<file path="src/rtl/npu_seq_pkg.sv">
// Shared types and defaults for the neuron sequencer.
package npu_seq_pkg;

    localparam int unsigned DATA_WIDTH_DEF = 8;
    localparam int unsigned ADDR_W_DEF     = 14;
    localparam int unsigned LEN_W_DEF      = 10;
    localparam int unsigned MEM_RD_LAT_MAX = 4;
    localparam int unsigned CH_W           = 5;

    typedef enum logic [2:0] {
        ST_IDLE     = 3'd0,
        ST_ISSUE    = 3'd1,
        ST_DRAIN    = 3'd2,
        ST_WAIT_ACK = 3'd3,
        ST_DONE     = 3'd4
    } seq_state_t;

    // One beat of neuron control travelling alongside the memory read.
    typedef struct packed {
        logic valid;
        logic first;
        logic last;
    } ctl_beat_t;

endpackage

</file>
<file path="src/rtl/npu_seq_ctl_pipe.sv">
// Delays the {valid, first, last} beat by LAT cycles to line up with memory data.
module npu_seq_ctl_pipe
    import npu_seq_pkg::*;
#(
    parameter int unsigned LAT = 1
) (
    input  logic      clk,
    input  logic      rst,
    input  logic      i_flush,
    input  ctl_beat_t i_ctl,
    output ctl_beat_t o_ctl
);

    ctl_beat_t [LAT-1:0] r_sh;

    if (LAT == 1) begin : g_one
        // single stage: register the beat directly
        always_ff @(posedge clk) begin
            if (rst || i_flush) begin
                r_sh <= '0;
            end else begin
                r_sh[0] <= i_ctl;
            end
        end
    end else begin : g_multi
        // shift toward the top entry, which feeds the neuron
        always_ff @(posedge clk) begin
            if (rst || i_flush) begin
                r_sh <= '0;
            end else begin
                r_sh <= {r_sh[LAT-2:0], i_ctl};
            end
        end
    end

    assign o_ctl = r_sh[LAT-1];

endmodule

</file>
<file path="src/rtl/npu_neuron_seq.sv">
// Walks one neuron through a layer: per output channel, streams weight/activation
// reads and the matching mac_en/start_p/last_p, optionally waiting for write-back.
module npu_neuron_seq
    import npu_seq_pkg::*;
#(
    parameter int unsigned DATA_WIDTH = DATA_WIDTH_DEF,
    parameter int unsigned ADDR_W     = ADDR_W_DEF,
    parameter int unsigned LEN_W      = LEN_W_DEF,
    parameter int unsigned MEM_RD_LAT = 1
) (
    input  logic              clk,
    input  logic              rst,
    input  logic              cfg_start_p,
    input  logic [LEN_W-1:0]  cfg_num_outputs,
    input  logic [LEN_W-1:0]  cfg_vec_len,
    input  logic [ADDR_W-1:0] cfg_w_base,
    input  logic [ADDR_W-1:0] cfg_a_base,
    input  logic              cfg_wait_ack,
    input  logic              abort_p,
    input  logic              hw_mem_wr_ack_p,
    output logic              rd_en,
    output logic [ADDR_W-1:0] weight_rd_addr,
    output logic [ADDR_W-1:0] act_rd_addr,
    output logic              mac_en,
    output logic              start_p,
    output logic              last_p,
    output logic [CH_W-1:0]   ch_num,
    output logic              busy,
    output logic              done_p
);

    // Reject parameter sets the datapath cannot honour.
    if (DATA_WIDTH == 0 || LEN_W < CH_W || MEM_RD_LAT < 1 ||
        MEM_RD_LAT > MEM_RD_LAT_MAX) begin : g_param_check
        $error("npu_neuron_seq: unsupported parameter set");
    end

    seq_state_t        r_state;
    seq_state_t        w_next_state;

    logic [LEN_W-1:0]  r_num_out;
    logic [LEN_W-1:0]  r_vec_len;
    logic [ADDR_W-1:0] r_a_base;
    logic              r_wait_ack;

    logic [LEN_W-1:0]  r_k;
    logic [LEN_W-1:0]  r_out_cnt;
    logic [LEN_W-1:0]  w_out_cnt_next;
    logic [ADDR_W-1:0] r_w_ptr;
    logic [ADDR_W-1:0] r_a_addr;

    logic              r_rd_en;
    logic [CH_W-1:0]   r_ch_num;
    logic              r_busy;
    logic              r_done_p;

    logic              w_start;
    logic              w_abort;
    logic              w_cfg_empty;
    logic              w_issuing;
    logic              w_k_last;
    logic              w_out_last;
    ctl_beat_t         w_issue_ctl;
    ctl_beat_t         w_pipe_out;

    assign w_start     = (r_state == ST_IDLE) && cfg_start_p;
    assign w_abort     = abort_p && (r_state != ST_IDLE);
    assign w_cfg_empty = (cfg_num_outputs == '0) || (cfg_vec_len == '0);
    assign w_issuing   = (r_state == ST_ISSUE);
    assign w_k_last    = (r_k == r_vec_len - LEN_W'(1));
    assign w_out_last  = (r_out_cnt == r_num_out - LEN_W'(1));

    // State register.
    always_ff @(posedge clk) begin
        if (rst) begin
            r_state <= ST_IDLE;
        end else begin
            r_state <= w_next_state;
        end
    end

    // Next state and output-channel count; abort overrides everything.
    always_comb begin
        w_next_state   = r_state;
        w_out_cnt_next = r_out_cnt;
        case (r_state)
            ST_IDLE: begin
                if (cfg_start_p) begin
                    w_out_cnt_next = '0;
                    w_next_state   = w_cfg_empty ? ST_DONE : ST_ISSUE;
                end
            end
            ST_ISSUE: begin
                if (w_k_last) begin
                    w_next_state = ST_DRAIN;
                end
            end
            ST_DRAIN: begin
                // leave once the final term of this vector reaches the neuron
                if (w_pipe_out.last) begin
                    if (r_wait_ack) begin
                        w_next_state = ST_WAIT_ACK;
                    end else if (w_out_last) begin
                        w_next_state = ST_DONE;
                    end else begin
                        w_next_state   = ST_ISSUE;
                        w_out_cnt_next = r_out_cnt + LEN_W'(1);
                    end
                end
            end
            ST_WAIT_ACK: begin
                if (hw_mem_wr_ack_p) begin
                    if (w_out_last) begin
                        w_next_state = ST_DONE;
                    end else begin
                        w_next_state   = ST_ISSUE;
                        w_out_cnt_next = r_out_cnt + LEN_W'(1);
                    end
                end
            end
            ST_DONE: begin
                w_next_state = ST_IDLE;
            end
            default: begin
                w_next_state = ST_IDLE;
            end
        endcase
        if (w_abort) begin
            w_next_state   = ST_IDLE;
            w_out_cnt_next = r_out_cnt;
        end
    end

    // Layer configuration, captured only when a start is accepted in IDLE.
    always_ff @(posedge clk) begin
        if (rst) begin
            r_num_out  <= '0;
            r_vec_len  <= '0;
            r_a_base   <= '0;
            r_wait_ack <= 1'b0;
        end else if (w_start) begin
            r_num_out  <= cfg_num_outputs;
            r_vec_len  <= cfg_vec_len;
            r_a_base   <= cfg_a_base;
            r_wait_ack <= cfg_wait_ack;
        end
    end

    // Term counter and read addresses; the weight pointer never rewinds between outputs.
    always_ff @(posedge clk) begin
        if (rst) begin
            r_k       <= '0;
            r_out_cnt <= '0;
            r_w_ptr   <= '0;
            r_a_addr  <= '0;
        end else begin
            r_out_cnt <= w_out_cnt_next;
            if (w_start) begin
                r_k      <= '0;
                r_w_ptr  <= cfg_w_base;
                r_a_addr <= cfg_a_base;
            end else if (w_issuing) begin
                r_w_ptr <= r_w_ptr + ADDR_W'(1);
                if (w_k_last) begin
                    r_k      <= '0;
                    r_a_addr <= r_a_base;
                end else begin
                    r_k      <= r_k + LEN_W'(1);
                    r_a_addr <= r_a_addr + ADDR_W'(1);
                end
            end
        end
    end

    // Registered strobes derived from the upcoming state.
    always_ff @(posedge clk) begin
        if (rst) begin
            r_rd_en  <= 1'b0;
            r_ch_num <= '0;
            r_busy   <= 1'b0;
            r_done_p <= 1'b0;
        end else begin
            r_rd_en  <= (w_next_state == ST_ISSUE);
            r_busy   <= (w_next_state != ST_IDLE);
            r_done_p <= (r_state == ST_DONE) && !w_abort;
            if ((w_next_state == ST_ISSUE) && (r_state != ST_ISSUE)) begin
                r_ch_num <= w_out_cnt_next[CH_W-1:0];
            end
        end
    end

    // Control beat launched alongside each read.
    always_comb begin
        w_issue_ctl       = '0;
        w_issue_ctl.valid = w_issuing;
        w_issue_ctl.first = w_issuing && (r_k == '0);
        w_issue_ctl.last  = w_issuing && w_k_last;
    end

    npu_seq_ctl_pipe #(
        .LAT (MEM_RD_LAT)
    ) u_ctl_pipe (
        .clk     (clk),
        .rst     (rst),
        .i_flush (w_abort),
        .i_ctl   (w_issue_ctl),
        .o_ctl   (w_pipe_out)
    );

    assign rd_en          = r_rd_en;
    assign weight_rd_addr = r_w_ptr;
    assign act_rd_addr    = r_a_addr;
    assign mac_en         = w_pipe_out.valid;
    assign start_p        = w_pipe_out.first;
    assign last_p         = w_pipe_out.last;
    assign ch_num         = r_ch_num;
    assign busy           = r_busy;
    assign done_p         = r_done_p;

endmodule

</file>
<file path="config.mk">
export PLATFORM = sky130hd
export DESIGN_NAME = npu_neuron_seq
export DESIGN_NICKNAME = d
export VERILOG_FILES = /design/src/rtl/npu_seq_pkg.sv /design/src/rtl/npu_seq_ctl_pipe.sv /design/src/rtl/npu_neuron_seq.sv
export SDC_FILE = /design/constraint.sdc
export NUM_CORES = 1
export LEC_CHECK = 0
export ABC_AREA = 1
export CELL_PAD_IN_SITES_DETAIL_PLACEMENT = 2
export CELL_PAD_IN_SITES_GLOBAL_PLACEMENT = 2
export CORE_MARGIN = 10
export CORE_UTILIZATION = 26
export DETAILED_ROUTE_END_ITERATION = 8
export PLACE_DENSITY_LB_ADDON = 0.1
export SETUP_SLACK_MARGIN = 0.15
export SYNTH_ARGS = -nofsm -noshare
export SYNTH_HDL_FRONTEND = slang
export SYNTH_SLANG_ARGS = --single-unit
</file>
<file path="constraint.sdc">
create_clock -name clk -period 2 [get_ports clk]
set_clock_uncertainty 0.05 [all_clocks]
set_input_delay 0.2 -clock clk [delete_from_list [all_inputs] [get_ports clk]]
set_output_delay 0.2 -clock clk [all_outputs]
set_load 0.01 [all_outputs]
</file>
Word-level counts from Yosys, hierarchy flattened. Index checks and enable logic that the tools add are counted.

Input bits: 54. Output and inout port bits: 39. Register bits after elaboration: 97. Logic and storage cells: 77.

Add/subtract/negate cells: 6. Multiplexer cells: 22. Reductions and logical operators: 19. Bitwise logic cells: 1. Eq/ne operators: 12.

Operator list (count): $mux 14 (5); $mux 10 (6); $logic_not 10->1 (3); $pmux 10 s3 (1); $add 14x1->14 const B (2); $mux 3 (8); $add 10x1->10 const B (2); $eq 10x10->1 (2); $sub 10x1->10 const B (2); $pmux 3 s4 (1); $reduce_bool 3->1 (3); $eq 3x1->1 const B (2); $eq 3x2->1 const B (2); $logic_and 1x1->1 (6); $ne 2x2->1 const B (3); $reduce_and 6->1 (1); $mux 5 (1); $eq 3x3->1 const B (1); $logic_not 3->1 (1); $ne 3x1->1 const B (1); $logic_or 1x1->1 (2); $ne 2x1->1 const B (1); $reduce_bool 2->1 (1); $reduce_or 2->1 (1); 2 further kinds (2).

Longest topological paths before layout. Gate-level depths: netlist of run 1.

Word-level depth: 9. Mapped depth: 19. Mapped depth without buffers: 19.

Hierarchy. Synthesis of run 1 repeated with hierarchy kept, for this count alone.

Cells, all modules: 802. Area total of the unflattened synthesis: 5486.5 µm².

Modules (own cells, without submodules): npu_neuron_seq (instances 1, cells each 790, area each 5390.2 µm², seq. area each 1881.8 µm²); npu_seq_ctl_pipe (instances 1, cells each 12, area each 96.3 µm², seq. area each 60.1 µm²).

Worst setup path after synthesis of run 1. Ideal clock, no wire load.

Path type: flip-flop to flip-flop. Start: register r_vec_len[0]. End: register r_ch_num[0] (netlist: ch_num[0]). Setup time: 112 ps. Cell stages (with the launch flop): 17. Data required time: 1838 ps. Slack: -52 ps. Arrival: 1890 ps. Clock period less this slack: 2052 ps. Buffers on the path: 0. Cell sequence: dfxtp_1 > inv_2 > ha_1 > xor2_1 > nand2_1 > nor2_1 > nand2_1 > nor2_4 > nand3_2 > nor2_4 > nand2_2 > nand2_2 > nand2_2 > nand4_4 > nand2_1 > nand2_1 > nor2_1.

Longest elaborated chain between the ends: 7.

RTL lines: start: declaration (RTL line npu_neuron_seq.sv:42) `logic [LEN_W-1:0] r_vec_len;`; start signal: assignment (RTL line npu_neuron_seq.sv:143) `r_vec_len <= cfg_vec_len;`; $sub 10x1->10 (RTL line npu_neuron_seq.sv:70) `assign w_k_last = (r_k == r_vec_len - LEN_W'(1));`; $eq 10x10->1 (RTL line npu_neuron_seq.sv:70); $mux 3 (RTL line npu_neuron_seq.sv:94) `if (w_k_last) begin`; $pmux 3 s4 (RTL line npu_neuron_seq.sv:86) `case (r_state)`; $mux 3 (RTL line npu_neuron_seq.sv:128) `if (w_abort) begin`; $eq 3x1->1 (RTL line npu_neuron_seq.sv:186) `if ((w_next_state == ST_ISSUE) && (r_state != ST_ISSUE)) begin`; $logic_and 1x1->1 (RTL line npu_neuron_seq.sv:186); end signal: assignment (RTL line npu_neuron_seq.sv:187) `r_ch_num <= w_out_cnt_next[CH_W-1:0];`; end: declaration (RTL line npu_neuron_seq.sv:53) `logic [CH_W-1:0] r_ch_num;`.

Every way passes these cells. A chain may end at the register's enable or synchronous reset.

Worst setup path in the final report of run 1.
Start: register r_vec_len[1]. End: register r_busy (netlist: busy).

Longest elaborated chain between the ends: 6.

RTL lines: $sub 10x1->10 (RTL line npu_neuron_seq.sv:70); $eq 10x10->1 (RTL line npu_neuron_seq.sv:70); $mux 3 (RTL line npu_neuron_seq.sv:94); $pmux 3 s4 (RTL line npu_neuron_seq.sv:86); $mux 3 (RTL line npu_neuron_seq.sv:128); $reduce_bool 3->1 (RTL line npu_neuron_seq.sv:184) `r_busy <= (w_next_state != ST_IDLE);`; end signal: assignment (RTL line npu_neuron_seq.sv:184); end: declaration (RTL line npu_neuron_seq.sv:54) `logic r_busy;`.

Every way passes these cells.

==> insert_results.sql, run 1 <==
INSERT INTO impl_metrics (metric_group, metric, value, unit) VALUES
('setup_path', 'cpLargestDelayFamily', 'simple AND/OR/NAND/NOR gates', ''),
('sta', 'layout_worst_path_cycle_share', '1.08', ''),
('sta', 'finalSetupViolations', '37', ''),
('detailed_routing', 'post_drt_wl_per_cell', '18.5', 'µm'),
('pwr', 'leakage', '3.47', 'nW'),
('setup_path', 'cp_slowest_stage_delay', '0.35', 'ns'),
('detailed_routing', 'route.detailed.vias_per_inst', '4.85', ''),
('layout', 'area_grow_syn2layout', '55.4', '%'),
('floorplanning', 'dieArea', '27500', 'µm²'),
('synthesis', 'yosysWarningCount', '0', ''),
('setup_path', 'crit_chain', 'inv_2 -> ha_4 -> xor2_2 -> nand2_1 -> nor2_1 -> nand2_1 -> nor2_4 -> nand4_4 -> a21oi_4 -> buf_4 -> a21oi_1 -> nand2_1 -> nand2_1', ''),
('sta', 'hold_viol_final', '0', ''),
('layout', 'final_net_count', '1059', ''),
('setup_path', 'critical-path-top-cell-by-count', 'sky130_fd_sc_hd__nand2_1', ''),
('layout', 'final_cell_count_no_fill', '1278', ''),
('status', 'run_status', 'finished, violations left', ''),
('grt', 'grt_use_met1', '0.193', ''),
('sta', 'highest_clock_rate', '462', 'MHz'),
('layout', 'layout.cell_area.non_filler', '8590', 'µm²'),
('detailed_routing', 'drt_wl_total', '23.6', 'mm'),
('synthesis', 'synth.distinct_cells', '49', ''),
('setup_path', 'end_kind', 'flip-flop', ''),
('detailed_routing', 'route.antenna.remaining_nets', '0', ''),
('layout', 'ant_diodes', '0', ''),
('clock_tree', 'tritoncts_clock_tree', 'yes', ''),
('detailed_routing', 'drt_iter0_drc', '182', ''),
('pwr', 'power', '5.89', 'mW'),
('setup_path', 'critPathArrivalTime', '2.36', 'ns'),
('grt', 'use_met2', '0.301', ''),
('sta', 'unrepaired_setup_endpoints_after_global_routing', 'true', ''),
('setup_path', 'critPathRequiredTime', '2.20', 'ns'),
('place', 'placed_cells', '1232', ''),
('place', 'dp_slack', '-0.228', 'ns'),
('grt', 'gr-total-overflow', '0', ''),
('synthesis', 'synth_enable_flop_cells', '0', ''),
('synthesis', 'synth.top_cells.by_area', 'sky130_fd_sc_hd__dfxtp_1 35%, sky130_fd_sc_hd__nand2_1 13%, sky130_fd_sc_hd__nor2_1 6.0%', ''),
('floorplanning', 'dieHeight', '166', 'µm'),
('setup_path', 'cp-start-kind', 'flip-flop', ''),
('synthesis', 'postSynthRegisterBits', '97', ''),
('synthesis', 'ys_dominant_reg_cell', 'sky130_fd_sc_hd__dfxtp_1', ''),
('place', 'detailed_place.area', '7310', 'µm²'),
('grt', 'gr-max-usage-layer', 'met2', ''),
('layout', 'proportion_of_layout_cells_with_a_drive_suffix_above_1', '0.295', ''),
('worst_hold_path', 'hold_class', 'primary input to flip-flop', ''),
('pwr', 'pwr_density_cell', '686', 'nW/µm²'),
('detailed_routing', 'drt_pass1_iterations', '4', ''),
('synthesis', 'syn_avg_cell_area', '6.76', 'µm²'),
('detailed_routing', 'overall_via_count_from_detail_route', '6193', ''),
('clock_tree', 'htreeDepth', '3', ''),
('flow_run', 'cap_viol_max_count', '0', ''),
('grt', 'grt_util_all_layers', '0.164', ''),
('synthesis', 'netlist.area_leader.share', '0.351', ''),
('setup_path', 'cp_slowest_cell', 'sky130_fd_sc_hd__dfxtp_2', ''),
('place', 'gp_weighted_congestion', '0.847', ''),
('clock_tree', 'clk-insertion-delay-late', '0.36', 'ns'),
('sta', 'timing.max_slew.rel_slack', '0.686', ''),
('grt', 'grt_first_pass_wirelength', '37.9', 'mm'),
('place', 'port_buffers', '92', ''),
('sta', 'final.setup.worst_slack', '-0.163', 'ns'),
('sta', 'final.setup.tns', '-3.84', 'ns'),
('floorplanning', 'boundaryPins', '93', ''),
('sta', 'fin_worst_hold_slack', '0.382', 'ns'),
('layout', 'utilization', '0.410', ''),
('synthesis', 'synth_cells', '817', ''),
('synthesis', 'most_frequently_used_cell_type_in_the_post_synthesis_netlist', 'sky130_fd_sc_hd__nand2_1', ''),
('synthesis', 'postSynthNetCount', '878', ''),
('floorplanning', 'initial_utilization', '0.264', ''),
('status', 'failed_checks', 'setup timing', ''),
('setup_path', 'critical_path.max_fanout', '3', ''),
('grt', 'globalRouteMet3Util', '0.0336', ''),
('place', 'hpwl', '17.4', 'mm');
==> flip-flops by register name, indices dropped and copies added (netlist names) <==
register          cells
act_rd_addr          14
rd_en                 1
busy                  1
r_out_cnt            10
r_a_base             14
r_wait_ack            1
r_num_out            10
u_ctl_pipe.o_ctl      3
r_state               3
r_k                  10
done_p                1
r_vec_len            10
ch_num                5
weight_rd_addr       14
==> cells by family (layout without fill, tap and decap cells) <==
logic type	Yosys count	count (layout)	share of synthesized area
flip-flops	97	97	0.351
buffers and inverters	118	303	0.0840
XOR/XNOR	33	33	0.0523
AND/OR/NAND/NOR	400	401	0.332
AO/OA/AOI/OAI	162	162	0.164
adder cells (fa/ha/maj)	7	7	0.0159
==> cell usage in the layout (no fill, tap or decap), drive strengths merged, types with 4 or more instances in the layout <==
| cell type | instances |
|---|---|
| clkdlybuf4s50 | 92 |
| nand3 | 45 |
| a31oi | 12 |
| inv | 91 |
| ha | 7 |
| dfxtp | 97 |
| o22ai | 4 |
| a21oi | 60 |
| nand2 | 200 |
| buf | 104 |
| a211oi | 6 |
| o21ai | 62 |
| nor4 | 9 |
| nor3 | 18 |
| or2 | 5 |
| o211ai | 9 |
| nand4 | 12 |
| nor2 | 105 |
| xnor2 | 11 |
| clkbuf | 12 |
| xor2 | 22 |
==> layer usage <==
metal / routed length, µm / vias up / share of wire
li1: - / 3057 / -
met5: 0 / - / 0
met1: 10400 / 3045 / 0.44
met3: 805 / 13 / 0.034
met4: 209 / 0 / 0.0089
met2: 12200 / 78 / 0.52
==> final timing paths <==
kind                 startpoint  cells after the start           to  slack (ns)
setup / recovery   r_vec_len[1]                     13         busy       -0.16
hold / removal    cfg_a_base[4]                      3  r_a_base[4]        0.38
setup reg to reg   r_vec_len[1]                     13         busy       -0.16
hold reg to reg       ch_num[1]                      2    ch_num[1]        0.42
==> power by group <==
group	total (mW)	internal, mW	switching [mW]	leakage [nW]
registers	2.25	2.08	0.166	0.802
logic	1.78	0.796	0.980	2.52
clock network	1.87	1.02	0.851	0.151
total	5.89	3.90	2.00	3.47
==> worst reg2reg max path, delay by kind of cell (launching register included) <==
| kind | cells | cell delay (ns) |
|---|---|---|
| AO/OA/AOI/OAI | 2 | 0.28 |
| XOR/XNOR | 1 | 0.17 |
| adder cells (fa/ha/maj) | 1 | 0.27 |
| buffers and inverters | 2 | 0.20 |
| flip-flops | 1 | 0.35 |
| AND/OR/NAND/NOR | 7 | 0.73 |
==> area by class of cell <==
class / instances / area [µm²]
inverters: 90 / 357
clock buffers: 11 / 243
clock inverters: 5 / 61.3
flip-flops and latches: 97 / 1970
multi-input cells: 603 / 3750
well taps: 275 / 344
fillers: 2394 / 12400
repair buffers: 197 / 1860
==> timing repair <==
action / CTS / global route
cloned: 1 / 1
setup buffers: 9 / 19
setup endpoints to repair: 54 / 71
resized for setup: 86 / 115
pin swaps: 35 / 38
endpoints found under the hold margin: 0 / 0
Note: power is estimated with default switching activity, not from simulation.
==> inputs of run 2 (changes only) <==
Settings changed: CORE_UTILIZATION 26 to 27, SETUP_SLACK_MARGIN 0.15 to default, SYNTH_HIERARCHICAL from default to 1.
==> insert_results.sql, run 2 <==
INSERT INTO impl_metrics (metric_group, metric, value, unit) VALUES
('detailed_routing', 'drt_wl_total', '27.6', 'mm'),
('grt', 'grt_util_all_layers', '0.199', ''),
('detailed_routing', 'drcViolationCount', '0', ''),
('synthesis', 'ys_dominant_reg_cell', 'sky130_fd_sc_hd__dfxtp_1', ''),
('sta', 'timing.max_slew.rel_slack', '0.682', ''),
('grt', 'grt_first_pass_wirelength', '42.1', 'mm'),
('setup_path', 'critPathRequiredTime', '2.21', 'ns'),
('synthesis', 'synth_enable_flop_cells', '0', ''),
('synthesis', 'synth.distinct_cells', '49', ''),
('synthesis', 'postSynthNetCount', '863', ''),
('synthesis', 'yosysWarningCount', '6', ''),
('pwr', 'power', '6.06', 'mW'),
('place', 'gp_weighted_congestion', '0.842', ''),
('clock_tree', 'htreeDepth', '3', ''),
('clock_tree', 'clock_tree_sinks', '97', ''),
('setup_path', 'end_kind', 'flip-flop', ''),
('detailed_routing', 'overall_via_count_from_detail_route', '6607', ''),
('layout', 'proportion_of_layout_cells_with_a_drive_suffix_above_1', '0.340', ''),
('synthesis', 'synth.cells.most_frequent', '160 x sky130_fd_sc_hd__nand2_1, 98 x sky130_fd_sc_hd__nor2_1, 97 x sky130_fd_sc_hd__dfxtp_1, 92 x sky130_fd_sc_hd__inv_1, 63 x sky130_fd_sc_hd__o21ai_0', ''),
('grt', 'grt_start_max_net_pins', '44', ''),
('layout', 'layout.cell_area.non_filler', '9070', 'µm²'),
('synthesis', 'synth_top_cell_by_area', 'sky130_fd_sc_hd__dfxtp_1', ''),
('layout', 'layout_common_cells', '144 x sky130_fd_sc_hd__buf_4, 126 x sky130_fd_sc_hd__nand2_1, 92 x sky130_fd_sc_hd__clkdlybuf4s50_1', ''),
('synthesis', 'most_frequently_used_cell_type_in_the_post_synthesis_netlist', 'sky130_fd_sc_hd__nand2_1', ''),
('grt', 'antenna_found_initial', '0', ''),
('sta', 'worst-slew-pin-transition', '0.476', 'ns'),
('place', 'port_buffers', '92', ''),
('clock_tree', 'cts-buffers-inserted', '9', ''),
('floorplanning', 'dieHeight', '163', 'µm'),
('clock_tree', 'number_of_buffers_inserted_for_hold_repair_after_clock_tree_synthesis', '0', ''),
('floorplanning', 'initial_utilization', '0.273', ''),
('setup_path', 'critPathArrivalTime', '2.62', 'ns'),
('layout', 'num-fill-cells', '2277', ''),
('sta', 'unrepaired_setup_endpoints_after_global_routing', 'true', ''),
('sta', 'hold_viol_final', '0', ''),
('layout', 'ant_diodes', '0', ''),
('flow_run', 'cap_viol_max_count', '0', ''),
('layout', 'final_net_count', '1102', ''),
('sta', 'drv_slew', '0', ''),
('synthesis', 'async_reset_ff_frac', '0', ''),
('setup_path', 'critical-path-top-cell-by-count', 'sky130_fd_sc_hd__nand2_1', ''),
('setup_path', 'cp-start-kind', 'flip-flop', ''),
('floorplanning', 'die_width', '163', 'µm'),
('sta', 'layout_min_cycle_time', '2.41', 'ns'),
('floorplanning', 'dieArea', '26400', 'µm²'),
('place', 'detailed_place.area', '7600', 'µm²'),
('pwr', 'max-vdd-ir-drop', '0.351', 'mV'),
('detailed_routing', 'drt_iter0_drc', '224', ''),
('layout', 'final_common_cell', 'sky130_fd_sc_hd__buf_4', ''),
('floorplanning', 'boundaryPins', '93', ''),
('place', 'dp_slack', '-0.514', 'ns'),
('grt', 'gr-total-overflow', '0', ''),
('detailed_routing', 'post_drt_wl_per_cell', '21.0', 'µm'),
('synthesis', 'postSynthRegisterBits', '97', ''),
('clock_tree', 'tritoncts_clock_tree', 'yes', ''),
('worst_hold_path', 'hold_class', 'primary input to flip-flop', ''),
('detailed_routing', 'route.antenna.remaining_nets', '0', ''),
('synthesis', 'sequential_cell_area_fraction_in_the_yosys_report', '0.354', ''),
('sta', 'finalSetupViolations', '45', ''),
('floorplanning', 'placeableCoreArea', '20100', 'µm²'),
('floorplanning', 'fp-row-count', '52', ''),
('clock_tree', 'clk-insertion-delay-late', '0.36', 'ns'),
('synthesis', 'syn-cell-area', '5490', 'µm²'),
('grt', 'first_global_vias', '7612', ''),
('synthesis', 'syn_avg_cell_area', '6.84', 'µm²'),
('status', 'run_status', 'finished, violations left', ''),
('layout', 'final_cell_count_no_fill', '1316', ''),
('sta', 'final.setup.worst_slack', '-0.411', 'ns'),
('synthesis', 'synth_cells', '802', ''),
('sta', 'layout_worst_path_cycle_share', '1.21', ''),
('setup_path', 'crit_chain', 'nor2_1 -> nand2_1 -> inv_1 -> nand3_1 -> nand2_1 -> nand2_2 -> nor2_4 -> nand3_4 -> buf_12 -> a21oi_4 -> nand3_4 -> nand3_4 -> nand2_1 -> nand2_1 -> nor2_1', ''),
('setup_path', 'critical_path_class', 'flip-flop to flip-flop', ''),
('setup_path', 'cp_slowest_cell', 'sky130_fd_sc_hd__dfxtp_1', ''),
('detailed_routing', 'route.detailed.vias_per_inst', '5.02', ''),
('sta', 'final.setup.tns', '-10.50', 'ns'),
('place', 'hpwl', '17.9', 'mm'),
('clock_tree', 'cts.reportedPaths.clkPinSlew', '0.08', 'ns'),
('setup_path', 'critical_path.max_fanout', '5', ''),
('synthesis', 'netlist.area_leader.share', '0.354', ''),
('place', 'placed_cells', '1256', ''),
('setup_path', 'cp_slowest_stage_delay', '0.37', 'ns'),
('status', 'failed_checks', 'setup timing', ''),
('pwr', 'pwr_density_cell', '668', 'nW/µm²'),
('clock_tree', 'cts.path.max_buffers', '2', ''),
('clock_tree', 'clock-root-buffer', 'sky130_fd_sc_hd__clkbuf_16', ''),
('synthesis', 'synth.top_cells.by_area', 'sky130_fd_sc_hd__dfxtp_1 35%, sky130_fd_sc_hd__nand2_1 11%, sky130_fd_sc_hd__nor2_1 6.7%', ''),
('pwr', 'leakage', '3.77', 'nW'),
('detailed_routing', 'drt_pass1_iterations', '5', ''),
('setup_path', 'setup.reg_to_reg.worst_slack', '-0.41', 'ns'),
('layout', 'area_grow_syn2layout', '65.4', '%'),
('sta', 'highest_clock_rate', '415', 'MHz');
run 2: cell count changes after synthesis, sizes merged, moves of 3 or more:
cell,change
nand2,-36
o21ai,+4
nor3b,+5
nand4,+5
inv,+10
clkbuf,+4
nand3,-6
o211ai,+6
xor2,+6
nor3,-3
run 2: worst max-delay path, delay by kind of cell, from the launching register on:
family	cells	cell delay (ns)
AO/OA/AOI/OAI	1	0.16
flip-flops	1	0.37
buffers and inverters	2	0.29
AND/OR/NAND/NOR	12	1.42
run 2: power breakdown:
part / switching, mW / internal (mW)
logic: 1.02 / 0.861
clock network: 0.874 / 1.08
registers: 0.153 / 2.07
total: 2.05 / 4.01
run 2: logic make-up (layout without fill, tap and decap cells):
family,after synthesis,count (layout),synth area share
buffers and inverters,130,373,0.0940
AND/OR/NAND/NOR,359,360,0.293
XOR/XNOR,40,40,0.0677
adder cells (fa/ha/maj),7,7,0.0160
AO/OA/AOI/OAI,169,169,0.175
flip-flops,97,97,0.354
run 2: layer usage:
metal | track usage | up-vias | share of wire
met2 | 0.378 | 113 | 0.54
met4 | 0.0574 | 0 | 0.023
met3 | 0.0313 | 38 | 0.032
met1 | 0.223 | 3339 | 0.40
li1 | - | 3117 | -
met5 | 0 | - | 0
run 2: final cells by class:
class / count / area, µm² / share of cell area
tap: 270 / 338 / 0.0372
multi-input combinational: 576 / 3750 / 0.414
sequential: 97 / 1960 / 0.216
clock buffer: 12 / 267 / 0.0294
inverter: 100 / 400 / 0.0441
clock inverter: 4 / 48.8 / 0.00538
timing repair buffer: 257 / 2310 / 0.254
run 2: final timing paths:
path / startpoint / to / cells past startpoint
max: r_num_out[3] / ch_num[3] / 15
min: cfg_a_base[7] / r_a_base[7] / 3
max reg2reg: r_num_out[3] / ch_num[3] / 15
min reg2reg: r_a_base[10] / r_a_base[10] / 2
run 2: what timing repair did:
| item | 4_1_cts | 5_1_grt |
|---|---|---|
| endpoints found under the setup margin | 48 | 53 |
| gates resized for setup | 127 | 101 |
| buffers inserted | 35 | 16 |
| pin swaps | 53 | 51 |
| cloned | 4 | 0 |
run 2: stage by stage:
step | utilization | hold WS (ns)
detailed placement | 0.378 | 0.409
global placement | 0.378 | 0.398
finish | 0.451 | 0.378
floorplan | - | 0.226
global route | 0.451 | 0.406
CTS | 0.432 | 0.384
